<file path="src/rtl/lif_neuron.sv">
// Leaky integrate-and-fire neuron: saturating membrane potential with shift leak,
// threshold fire, one-cycle FIRE state and a refractory counter.
module lif_neuron #(
  parameter int unsigned ACC_W      = 16,
  parameter int          VTH        = 64,
  parameter int          V_RESET    = 0,
  parameter int unsigned LEAK_SHIFT = 4,
  parameter int unsigned REFRAC     = 2
) (
  input  logic                    clk,
  input  logic                    rst_n,
  input  logic                    clear,
  input  logic                    in_valid,
  output logic                    in_ready,
  input  logic signed [ACC_W-1:0] acc_in,
  output logic                    out_valid,
  output logic                    spike_out,
  output logic signed [ACC_W-1:0] vmem,
  output logic                    refrac_active
);

  localparam int unsigned EXT_W = ACC_W + 2;
  localparam int unsigned CNT_W = (REFRAC > 1) ? $clog2(REFRAC + 1) : 1;

  localparam logic [1:0] ST_READY  = 2'd0;
  localparam logic [1:0] ST_FIRE   = 2'd1;
  localparam logic [1:0] ST_REFRAC = 2'd2;

  localparam logic signed [EXT_W-1:0] SAT_MAX = {3'b000, {(ACC_W-1){1'b1}}};
  localparam logic signed [EXT_W-1:0] SAT_MIN = {3'b111, {(ACC_W-1){1'b0}}};
  localparam logic signed [EXT_W-1:0] VTH_EXT = EXT_W'(VTH);
  localparam logic signed [ACC_W-1:0] V_RST   = ACC_W'(V_RESET);

  logic [1:0]              state_q, state_d;
  logic [CNT_W-1:0]        cnt_q, cnt_d;
  logic signed [ACC_W-1:0] vmem_q, vmem_d;
  logic                    out_valid_q, out_valid_d;
  logic                    spike_q, spike_d;
  logic                    in_ready_q, in_ready_d;
  logic                    refrac_q, refrac_d;

  logic                    accept;
  logic signed [ACC_W-1:0] leak;
  logic signed [EXT_W-1:0] v_ext, leak_ext, acc_ext, sum_ext, v_sat;
  logic                    fire;

  // Leaky integration in two guard bits, then clamp to the ACC_W range
  always_comb begin
    leak     = vmem_q >>> LEAK_SHIFT;
    v_ext    = {{2{vmem_q[ACC_W-1]}}, vmem_q};
    leak_ext = {{2{leak[ACC_W-1]}}, leak};
    acc_ext  = {{2{acc_in[ACC_W-1]}}, acc_in};
    sum_ext  = v_ext - leak_ext + acc_ext;
    if (sum_ext > SAT_MAX) begin
      v_sat = SAT_MAX;
    end else if (sum_ext < SAT_MIN) begin
      v_sat = SAT_MIN;
    end else begin
      v_sat = sum_ext;
    end
    fire = (v_sat >= VTH_EXT);
  end

  assign accept = in_valid && in_ready_q;

  // Next-state and registered-output decode
  always_comb begin
    state_d     = state_q;
    cnt_d       = cnt_q;
    vmem_d      = vmem_q;
    out_valid_d = 1'b0;
    if (clear) begin
      state_d = ST_READY;
      cnt_d   = '0;
      vmem_d  = V_RST;
    end else begin
      case (state_q)
        ST_READY: begin
          if (accept) begin
            out_valid_d = 1'b1;
            if (fire) begin
              vmem_d  = V_RST;
              state_d = ST_FIRE;
            end else begin
              vmem_d = v_sat[ACC_W-1:0];
            end
          end
        end
        ST_FIRE: begin
          if (REFRAC == 0) begin
            state_d = ST_READY;
          end else begin
            state_d = ST_REFRAC;
            cnt_d   = CNT_W'(REFRAC);
          end
        end
        ST_REFRAC: begin
          // Inputs still complete a timestep so downstream stays aligned
          out_valid_d = accept;
          vmem_d      = V_RST;
          cnt_d       = cnt_q - CNT_W'(1);
          if (cnt_q <= CNT_W'(1)) begin
            state_d = ST_READY;
          end
        end
        default: begin
          state_d = ST_READY;
          cnt_d   = '0;
        end
      endcase
    end
    spike_d    = (state_d == ST_FIRE);
    in_ready_d = (state_d != ST_FIRE);
    refrac_d   = (state_d == ST_REFRAC);
  end

  always_ff @(posedge clk or negedge rst_n) begin
    if (!rst_n) begin
      state_q     <= ST_READY;
      cnt_q       <= '0;
      vmem_q      <= V_RST;
      out_valid_q <= 1'b0;
      spike_q     <= 1'b0;
      in_ready_q  <= 1'b1;
      refrac_q    <= 1'b0;
    end else begin
      state_q     <= state_d;
      cnt_q       <= cnt_d;
      vmem_q      <= vmem_d;
      out_valid_q <= out_valid_d;
      spike_q     <= spike_d;
      in_ready_q  <= in_ready_d;
      refrac_q    <= refrac_d;
    end
  end

  assign in_ready      = in_ready_q;
  assign out_valid     = out_valid_q;
  assign spike_out     = spike_q;
  assign vmem          = vmem_q;
  assign refrac_active = refrac_q;

endmodule

</file>
<file path="config.mk">
export PLATFORM = sky130hd
export DESIGN_NAME = lif_neuron
export DESIGN_NICKNAME = d
export VERILOG_FILES = /design/src/rtl/lif_neuron.sv
export SDC_FILE = /design/constraint.sdc
export NUM_CORES = 1
export LEC_CHECK = 0
export CORE_UTILIZATION = 50
export DETAILED_ROUTE_END_ITERATION = 16
export PLACE_DENSITY = 0.85
export SLEW_MARGIN = 30
export SYNTH_ARGS = -nofsm -noshare
export SYNTH_HDL_FRONTEND = slang
export SYNTH_SLANG_ARGS = --single-unit
</file>
<file path="constraint.sdc">
create_clock -name clk -period 4.7 [get_ports clk]
set_input_delay 0.47 -clock clk [delete_from_list [all_inputs] [get_ports clk]]
set_output_delay 0.47 -clock clk [all_outputs]
set_load 0.005 [all_outputs]
</file>
* Word level (Yosys, flattened, before mapping) *
Index checks and enable logic that the tools add are counted.
W data, S select, Z words.

cells by class
  $add $sub $neg = 3
  equality and inequality tests = 7
  multiplexer cells = 16
  magnitude comparators = 4
  reductions and logical operators = 4

operators by type and width
  cell                    count
  $mux W16                3
  $mux W18                2
  $pmux W16 S2            1
  $add A17 B16 Y18        1
  $ge A18 B8 Y1 const B   1
  $gt A18 B16 Y1 const B  1
  $lt A18 B16 Y1 const B  1
  $sub A16 B12 Y17        1
  $pmux W2 S3             2
  $mux W2                 5
  $eq A2 B1 Y1 const B    2
  $eq A2 B2 Y1 const B    2
  $ne A3 B3 Y1 const B    1
  $reduce_bool A3 Y1      1
  $le A2 B1 Y1 const B    1
  $logic_not A2 Y1        1
  $mux W1                 2
  $ne A2 B1 Y1 const B    1
  $ne A2 B2 Y1 const B    1
  $pmux W1 S2             1
  $reduce_and A2 Y1       1
  $sub A2 B1 Y2 const B   1
  $logic_and A1 B1 Y1     1

storage, ports and cells
  flip-flop bits (word level) = 24
  output and inout port bits = 20
  input bits = 20
  word-level logic and storage cells = 41

* Depth between registers and ports, before layout *
Gate-level depths: netlist (run 1).

  depth after elaboration = 11
  mapped depth = 21
  mapped depth without buffers = 19

* Least setup slack after synthesis (run 1) *
No wires, ideal clock.

  path kind = input to register
  from = input acc_in[1]
  to = register vmem_q[14], in the netlist vmem[14]
  path buffers = 2
  library setup time = 0.096 ns
  setup slack = 0.070 ns
  arrival = 4.534 ns
  cell stages on the path = 20
  required time = 4.604 ns
  path through = inv_1 -> fa_1 -> inv_1 -> fa_1 -> a211oi_2 -> o21ai_2 -> o2111ai_1 -> o2bb2ai_1 -> o21ai_0 -> xor2_1 -> nand3b_1 -> ha_1 -> inv_1 -> and2_1 -> nand4_1 -> o41a_1 -> or3_1 -> buf_2 -> buf_6 -> o31ai_1

between the ends
  cells in the longest elaborated chain, start to end = 9
  elaborated cells on any way between the ends = 10
  those cells by class = 1 x add/sub; 3 x order compare; 6 x mux

RTL lines
  item                    RTL line  source
  start: declaration      15        input logic signed [ACC_W-1:0] acc_in,
  $add A17 B16 Y18 *      53        sum_ext = v_ext - leak_ext + acc_ext;
  $lt A18 B16 Y1          56        end else if (sum_ext < SAT_MIN) begin
  $mux W18                56
  $mux W18 *              54        if (sum_ext > SAT_MAX) begin
  $ge A18 B8 Y1           61        fire = (v_sat >= VTH_EXT);
  $mux W16 *              81        if (fire) begin
  $mux W16 *              79        if (accept) begin
  $pmux W16 S2 *          77        case (state_q)
  $mux W16 *              72        if (clear) begin
  end signal: assignment  129       vmem_q <= vmem_d;
  end: declaration        36        logic signed [ACC_W-1:0] vmem_q, vmem_d;

Mark *: on every way between the ends. The rest lies on a longest branch, timed or not. The select of a mux whose other input is x is not followed.
A chain may end at the register's enable or synchronous reset.

* Worst setup path after layout (run 1) *
  from = register vmem_q[1], in the netlist vmem[1]
  to = register vmem_q[5], in the netlist vmem[5]

between the ends
  cells in the longest elaborated chain, start to end = 10
  elaborated cells on any way between the ends = 11
  those cells by class = 2 x add/sub; 3 x order compare; 6 x mux

RTL lines
  item                RTL line
  $sub A16 B12 Y17 *  53
  $add A17 B16 Y18 *  53
  $lt A18 B16 Y1      56
  $mux W18            56
  $mux W18 *          54
  $ge A18 B8 Y1       61
  $mux W16 *          81
  $mux W16 *          79
  $pmux W16 S2 *      77
  $mux W16 *          72

Marked as above.

==> results of run 1 <==
-- area by class of cell --
type	count	area (µm²)	area share [%]
repair buffers	109	958.4	24.00
well taps	67	83.83	2.099
multi-input cells	219	2044	51.19
inverters	65	246.5	6.172
clock buffers	4	55.05	1.378
flip-flops and latches	24	605.6	15.16
-- per-stage QoR --
stage	setup WS (ps)	instance area, µm²	hold slack, ps
2_1_floorplan	70.14	2591	174.4
3_3_place_gp	-379.0	3385	491.7
3_5_place_dp	-659.9	3379	480.5
4_1_cts	0.5729	3754	187.3
5_1_grt	-128.5	3994	215.6
6_report	19.29	3994	170.4
-- state kept, by name, summed over array words and instances (netlist names) --
| register | cells |
|---|---|
| in_ready | 1 |
| vmem | 16 |
| spike_out | 1 |
| refrac_active | 1 |
| out_valid | 1 |
| state_q | 2 |
| cnt_q | 2 |
-- worst paths after layout --
check                      startpoint  endpoint  slack (ps)
setup / recovery              vmem[1]   vmem[5]          20
hold / removal                  rst_n   vmem[3]         170
setup reg to reg              vmem[1]   vmem[5]          20
hold reg to reg               vmem[0]   vmem[0]         530
max in group asynchronous       rst_n  vmem[12]        4130
min in group clk              vmem[0]   vmem[0]         530
-- cell usage in the layout, fill, tap and decap left out, drive strengths merged, types with 3 or more instances in the layout --
| master | netlist | final |
|---|---|---|
| inv | 65 | 65 |
| a211oi | 4 | 4 |
| buf | 5 | 71 |
| and3 | 5 | 5 |
| dfrtp | 23 | 23 |
| and2 | 3 | 3 |
| clkdlybuf4s50 | 0 | 27 |
| nand2 | 35 | 35 |
| clkbuf | 5 | 4 |
| xor2 | 7 | 7 |
| xnor2 | 6 | 6 |
| a21oi | 19 | 19 |
| fa | 15 | 15 |
| nand3b | 3 | 3 |
| o31ai | 9 | 9 |
| nor2 | 18 | 18 |
| ha | 26 | 26 |
| nor2b | 4 | 4 |
| o21ai | 19 | 19 |
| a21o | 7 | 7 |
| dlymetal6s2s | 0 | 10 |
-- routing by layer --
layer,global-route usage (%),vias up,wire (µm),part of all wire [%]
met5,0,-,0,0
met4,7.265,0,262,3.0
met3,4.607,36,568,6.6
met2,55.76,148,4460,52
met1,35.28,1372,3331,39
li1,-,1267,-,-
-- logic make-up (layout without fill, tap and decap cells) --
group / Yosys count / in the layout / share of synthesized area [%]
AO/OA/AOI/OAI: 84 / 84 / 21.87
XOR/XNOR: 13 / 13 / 4.394
adder cells (fa/ha/maj): 41 / 41 / 24.14
buffers and inverters: 75 / 178 / 11.59
flip-flops: 24 / 24 / 23.23
multiplexers: 2 / 2 / 0.7726
AND/OR/NAND/NOR: 79 / 79 / 14.00
-- what timing repair did --
action,in CTS,in global routing
resized for setup,44,56
endpoints found under the setup margin,16,21
gates cloned,1,0
pin swaps,22,39
endpoints found under the hold margin,0,0
buffers inserted,8,11
==> summary.txt, run 1 <==
Status
  – Outcome: finished clean

CTS
  – CTS tree: yes
  – Root Driver: clkbuf_8
  – TritonCTS buffer count: 3
  – Post-CTS Hold Buffers: 0
  – # clock sinks: 24
  – Clk Latency, worst-skew pair: 280 ps
  – CTS Buffer Depth: 2
  – Worst-path clk slew: 90 ps
  – H-tree levels: 1

Layout
  – Final core occ: 82.37%
  – Non-Filler Instances: 488
  – Syn-to-layout area delta: 54.13%
  – Fraction of layout cells with a size suffix above 1: 35.63%
  – N_diodes: 0
  – Fill cells: 282
  – NumNets Final: 483

Synthesis
  – Synth top area share: 22.21%
  – Synth Net Count: 379
  – EDFF count, synth: 0
  – Yosys warns: 0
  – Synth area leaders: dfrtp_1 22%, ha_1 13%, fa_1 12%
  – Top-count cell post-synth: inv_1
  – Cell area after synthesis: 2591 µm²
  – Synth async-reset ratio: 100.0%
  – Seq/Total Area, Yosys: 23.23%
  – Top FF cell, synth: dfrtp_1
  – Mapped Avg Cell Area: 8.149 µm²
  – Leading area contributor after synthesis: dfrtp_1
  – Most common library cells after synthesis: 65 x inv_1, 35 x nand2_1, 26 x ha_1
  – Distinct cells, synth: 51
  – Gate count of the mapped netlist: 318
  – Yosys reg bits: 24

Die
  – Initial core utilization: 53.45%
  – Die W: 73.99 µm
  – Io pins: 40
  – Die ar.: 5475 µm²
  – Core box area: 4848 µm²
  – Row cnt: 25
  – Die H: 73.99 µm

Drt
  – DRT antenna net count: 0
  – # DRC: 0
  – Pre-antenna DRT Iters: 5
  – Via density: 5.785
  – Via Count: 2823
  – Total Wirelength: 8623 µm
  – DR WL/cell: 17.67 µm
  – Initial DRC Count: 212

Critical path
  – Critical-path top delay cell: fa_1
  – Crit path cell chain: inv_1, fa_1, inv_2, fa_2, a211oi_2, o21ai_2, o2111ai_2, o2bb2ai_2, o21ai_2, xor2_1, nand3b_1, ha_4, buf_6, nor2b_1, mux2i_1, nand3_1, o41a_1, or3_4, buf_12, o41ai_4
  – Critical path type: reg2reg
  – Worst EP arrival: 4860 ps
  – R2R cell count: 20
  – Family with the most delay on the worst path: compound AO/OA/AOI/OAI gates
  – CP startpoint kind: flip-flop
  – CP max stage delay: 570 ps
  – CP most frequent cell: o21ai_2
  – CP max FO: 8
  – Critical path data required time: 4880 ps
  – Critical path depth in cells: 20
  – Worst setup EP type: flip-flop
  – Worst path bufs/invs: 4

Timing
  – Slew @ Worst Pin: 717.3 ps
  – Final Hold Viols: 0
  – Worst Skew: 2.946 ps
  – Setup TNS: 0 ps
  – Rel. slew slack: 52.13%
  – Fin crit period: 4681 ps
  – Final worst-path cycle share: 99.59%
  – Fmax: 213.6 MHz
  – Final setup vio count: 0
  – Fin. max-slew vios: 0

GRT
  – Largest net degree at the start of global routing: 25
  – Initial antenna violation count: 0
  – First-pass GRT wire length: 12380 µm
  – Total GRT Usage: 29.72%
  – Number of global-route vias before repair: 2637
  – Global route total overflow: 0

Run
  – Max-Cap Viols: 0

Placement
  – PortBufs: 39
  – Placed Instances: 464
  – GPL Wtd Cong: 0.8793
  – DP HPWL: 5266 µm

Worst hold path
  – Worst hold-check path type: in2async
Power of run 1 is not shown: default switching activity piles up to over one toggle a cycle in this logic, so the estimate is an artifact.
==> inputs of run 2 (changes only) <==
--- a/config.mk
+++ b/config.mk
@@ -5,6 +5,8 @@
 export SDC_FILE = /design/constraint.sdc
 export NUM_CORES = 1
 export LEC_CHECK = 0
+export CAP_MARGIN = 20
+export CORE_MARGIN = 3
 export CORE_UTILIZATION = 50
 export DETAILED_ROUTE_END_ITERATION = 16
 export PLACE_DENSITY = 0.85
==> constraint.sdc (replaced) <==
create_clock -name clk -period 4 [get_ports clk]
set_input_delay 0.4 -clock clk [delete_from_list [all_inputs] [get_ports clk]]
set_output_delay 0.4 -clock clk [all_outputs]
set_load 0.005 [all_outputs]
==> run 2 against run 1 <==
- the run now ends with setup timing left
- global-route usage decreased by 0.79 points
- highest routed layer unchanged
- sequential share of layout area decreased by 0.47 points
- count of clock-buffer cells in the layout unchanged
- die area increased by 11%
- core utilization increased by 2.8 points
- clock skew increased by 23 ps
- via count increased by 5.4%
==> summary.txt, run 2 (same netlist as run 1, synthesis figures left out) <==
Status
  – Outcome: finished, violations left
  – Failing checks: setup timing

GRT
  – Total GRT Usage: 28.92% (-0.79 points)
  – Initial antenna violation count: 0 (unchanged)
  – Largest net degree at the start of global routing: 25 (unchanged)
  – Global route total overflow: 0 (unchanged)
  – Number of global-route vias before repair: 2999 (+14%)
  – First-pass GRT wire length: 14060 µm (+14%)

Timing
  – Worst Skew: 25.49 ps (+22.54 ps)
  – Slew @ Worst Pin: 791.4 ps (+74.10 ps)
  – Unrepaired setup endpoints after global routing: yes
  – Fin. max-slew vios: 0 (unchanged)
  – Setup TNS: -15230 ps (-15230 ps)
  – Final setup vio count: 21 (+21)
  – Final worst-path cycle share: 121.3% (+22 points)
  – Fin crit period: 4851 ps (+170.0 ps)
  – Final worst slack: -850.7 ps (-870.0 ps)
  – Rel. slew slack: 47.18% (-4.9 points)
  – Fmax: 206.2 MHz (-3.5%)
  – Final Hold Viols: 0 (unchanged)
  – Hold WS: 79.60 ps (-90.75 ps)

Critical path
  – Worst EP arrival: 5060 ps (+200 ps)
  – Worst setup EP type: flip-flop
  – Critical path data required time: 4210 ps (-670 ps)
  – CP startpoint kind: flip-flop
  – R2R cell count: 19 (-5.0%)
  – Crit path cell chain: buf_4, fa_1, inv_2, ha_4, o211ai_1, o21ai_2, o2111ai_2, o2bb2ai_2, o21ai_2, xor2_1, nand3b_1, ha_4, nor2b_1, mux2i_1, nand3_1, o41a_1, or3_4, buf_12, o31ai_4
  – CP max FO: 6 (-2)
  – Critical-path top delay cell: fa_1
  – R2R setup slack: -850 ps (-870 ps)
  – Critical path type: reg2reg
  – CP max stage delay: 490 ps (-80 ps)

Drt
  – DRT antenna net count: 0 (unchanged)
  – # DRC: 0 (unchanged)
  – Via Count: 2976 (+5.4%)
  – Pre-antenna DRT Iters: 6 (+1)
  – Total Wirelength: 9822 µm (+14%)
  – Initial DRC Count: 262 (+24%)
  – Via density: 5.952 (+2.9%)
  – DR WL/cell: 19.64 µm (+11%)

Layout
  – N_diodes: 0 (unchanged)
  – Fill cells: 247 (-12%)
  – NumNets Final: 495 (+2.5%)
  – Commonest non-fill, non-tap cells in the layout: 75 x buf_4, 40 x inv_1, 32 x nand2_1, 26 x clkdlybuf4s50_1, 23 x inv_2
  – Max FFs per register: 16 (unchanged)
  – Syn-to-layout area delta: 60.36%
  – Post-route cell area: 4155 µm² (+4.0%)
  – Commonest non-fill, non-tap cell in the layout: buf_4
  – Fraction of layout cells with a size suffix above 1: 41.34% (+5.7 points)

CTS
  – Worst-path clk slew: 110 ps (+20 ps)
  – Root Driver: clkbuf_8
  – CTS tree: yes
  – H-tree levels: 1 (unchanged)
  – TritonCTS buffer count: 3 (unchanged)
  – Clk Latency, worst-skew pair: 290 ps (about the same)
  – CTS Buffer Depth: 2 (unchanged)
  – # clock sinks: 24 (unchanged)

Die
  – Io pins: 40 (unchanged)
  – Die H: 77.99 µm (+5.4%)
  – Initial core utilization: 53.10% (-0.34 points)
  – Die ar.: 6082 µm² (+11%)
  – Row cnt: 25 (unchanged)
  – Core box area: 4880 µm² (+0.65%)
  – Die W: 77.99 µm (+5.4%)

Placement
  – Dpl cell area: 3558 µm² (+5.3%)
  – GPL Wtd Cong: 0.9134 (+3.9%)
  – PortBufs: 39 (unchanged)
  – DP HPWL: 5613 µm (+6.6%)
  – Setup WS pre-CTS: -1073 ps (-413.0 ps)

Run
  – Max-Cap Viols: 0 (unchanged)

Worst hold path
  – Worst hold-check path type: in2async
==> run 2: cell types whose count changed in the layout (fill, tap and decap cells not counted), sizes merged <==
cell	change
buf	+11
dlygate4sd2	+10
dlymetal6s2s	-10
clkbuf	+1
clkdlybuf4s15	+1
clkdlybuf4s50	-1
==> run 2: final timing paths <==
kind	from	end
setup / recovery	vmem[9]	vmem[8]
hold / removal	rst_n	vmem[8]
setup reg to reg	vmem[9]	vmem[8]
hold reg to reg	cnt_q[0]	cnt_q[0]
max in group asynchronous	rst_n	vmem[15]
min in group clk	cnt_q[0]	cnt_q[0]
==> run 2: routing by layer <==
metal | track usage [%] | wire [µm] | share of wire, %
met1 | 33.70 | 3781 | 38
met2 | 53.77 | 4675 | 48
met3 | 4.408 | 733 | 7.5
met4 | 9.266 | 632 | 6.4
met5 | 0 | 0 | 0
==> run 2: area by class of cell <==
class,count,area [µm²],share of cell area (%)
clock buffers,4,55.05,1.325
well taps,67,83.83,2.017
multi-input cells,219,2107,50.71
flip-flops and latches,24,610.6,14.69
repair buffers,121,1045,25.14
inverters,65,254.0,6.113
==> run 2: per-stage QoR <==
stage	util, %	instances
2_1_floorplan	-	318
3_3_place_gp	73.03	475
3_5_place_dp	72.92	475
4_1_cts	81.05	493
5_1_grt	85.15	500
6_report	85.15	500
==> run 2: worst max-delay path, delay by kind of cell, from the launching register on <==
| family | cells | cell delay (ps) |
|---|---|---|
| compound gates | 7 | 1520 |
| fa+ha+maj | 3 | 1110 |
| simple gates | 4 | 810 |
| flops | 1 | 470 |
| buf+inv | 3 | 380 |
| xor+xnor | 1 | 250 |
| mux | 1 | 220 |
==> run 2: timing repair <==
action | 4_1_cts | 5_1_grt
hold buffers | 0 | 0
gates resized for setup | 73 | 29
setup endpoints to repair | 21 | 21
buffers inserted | 14 | 6
gates cloned | 0 | 1
pin swaps | 27 | 10
Power of run 2 is left out for the same reason.
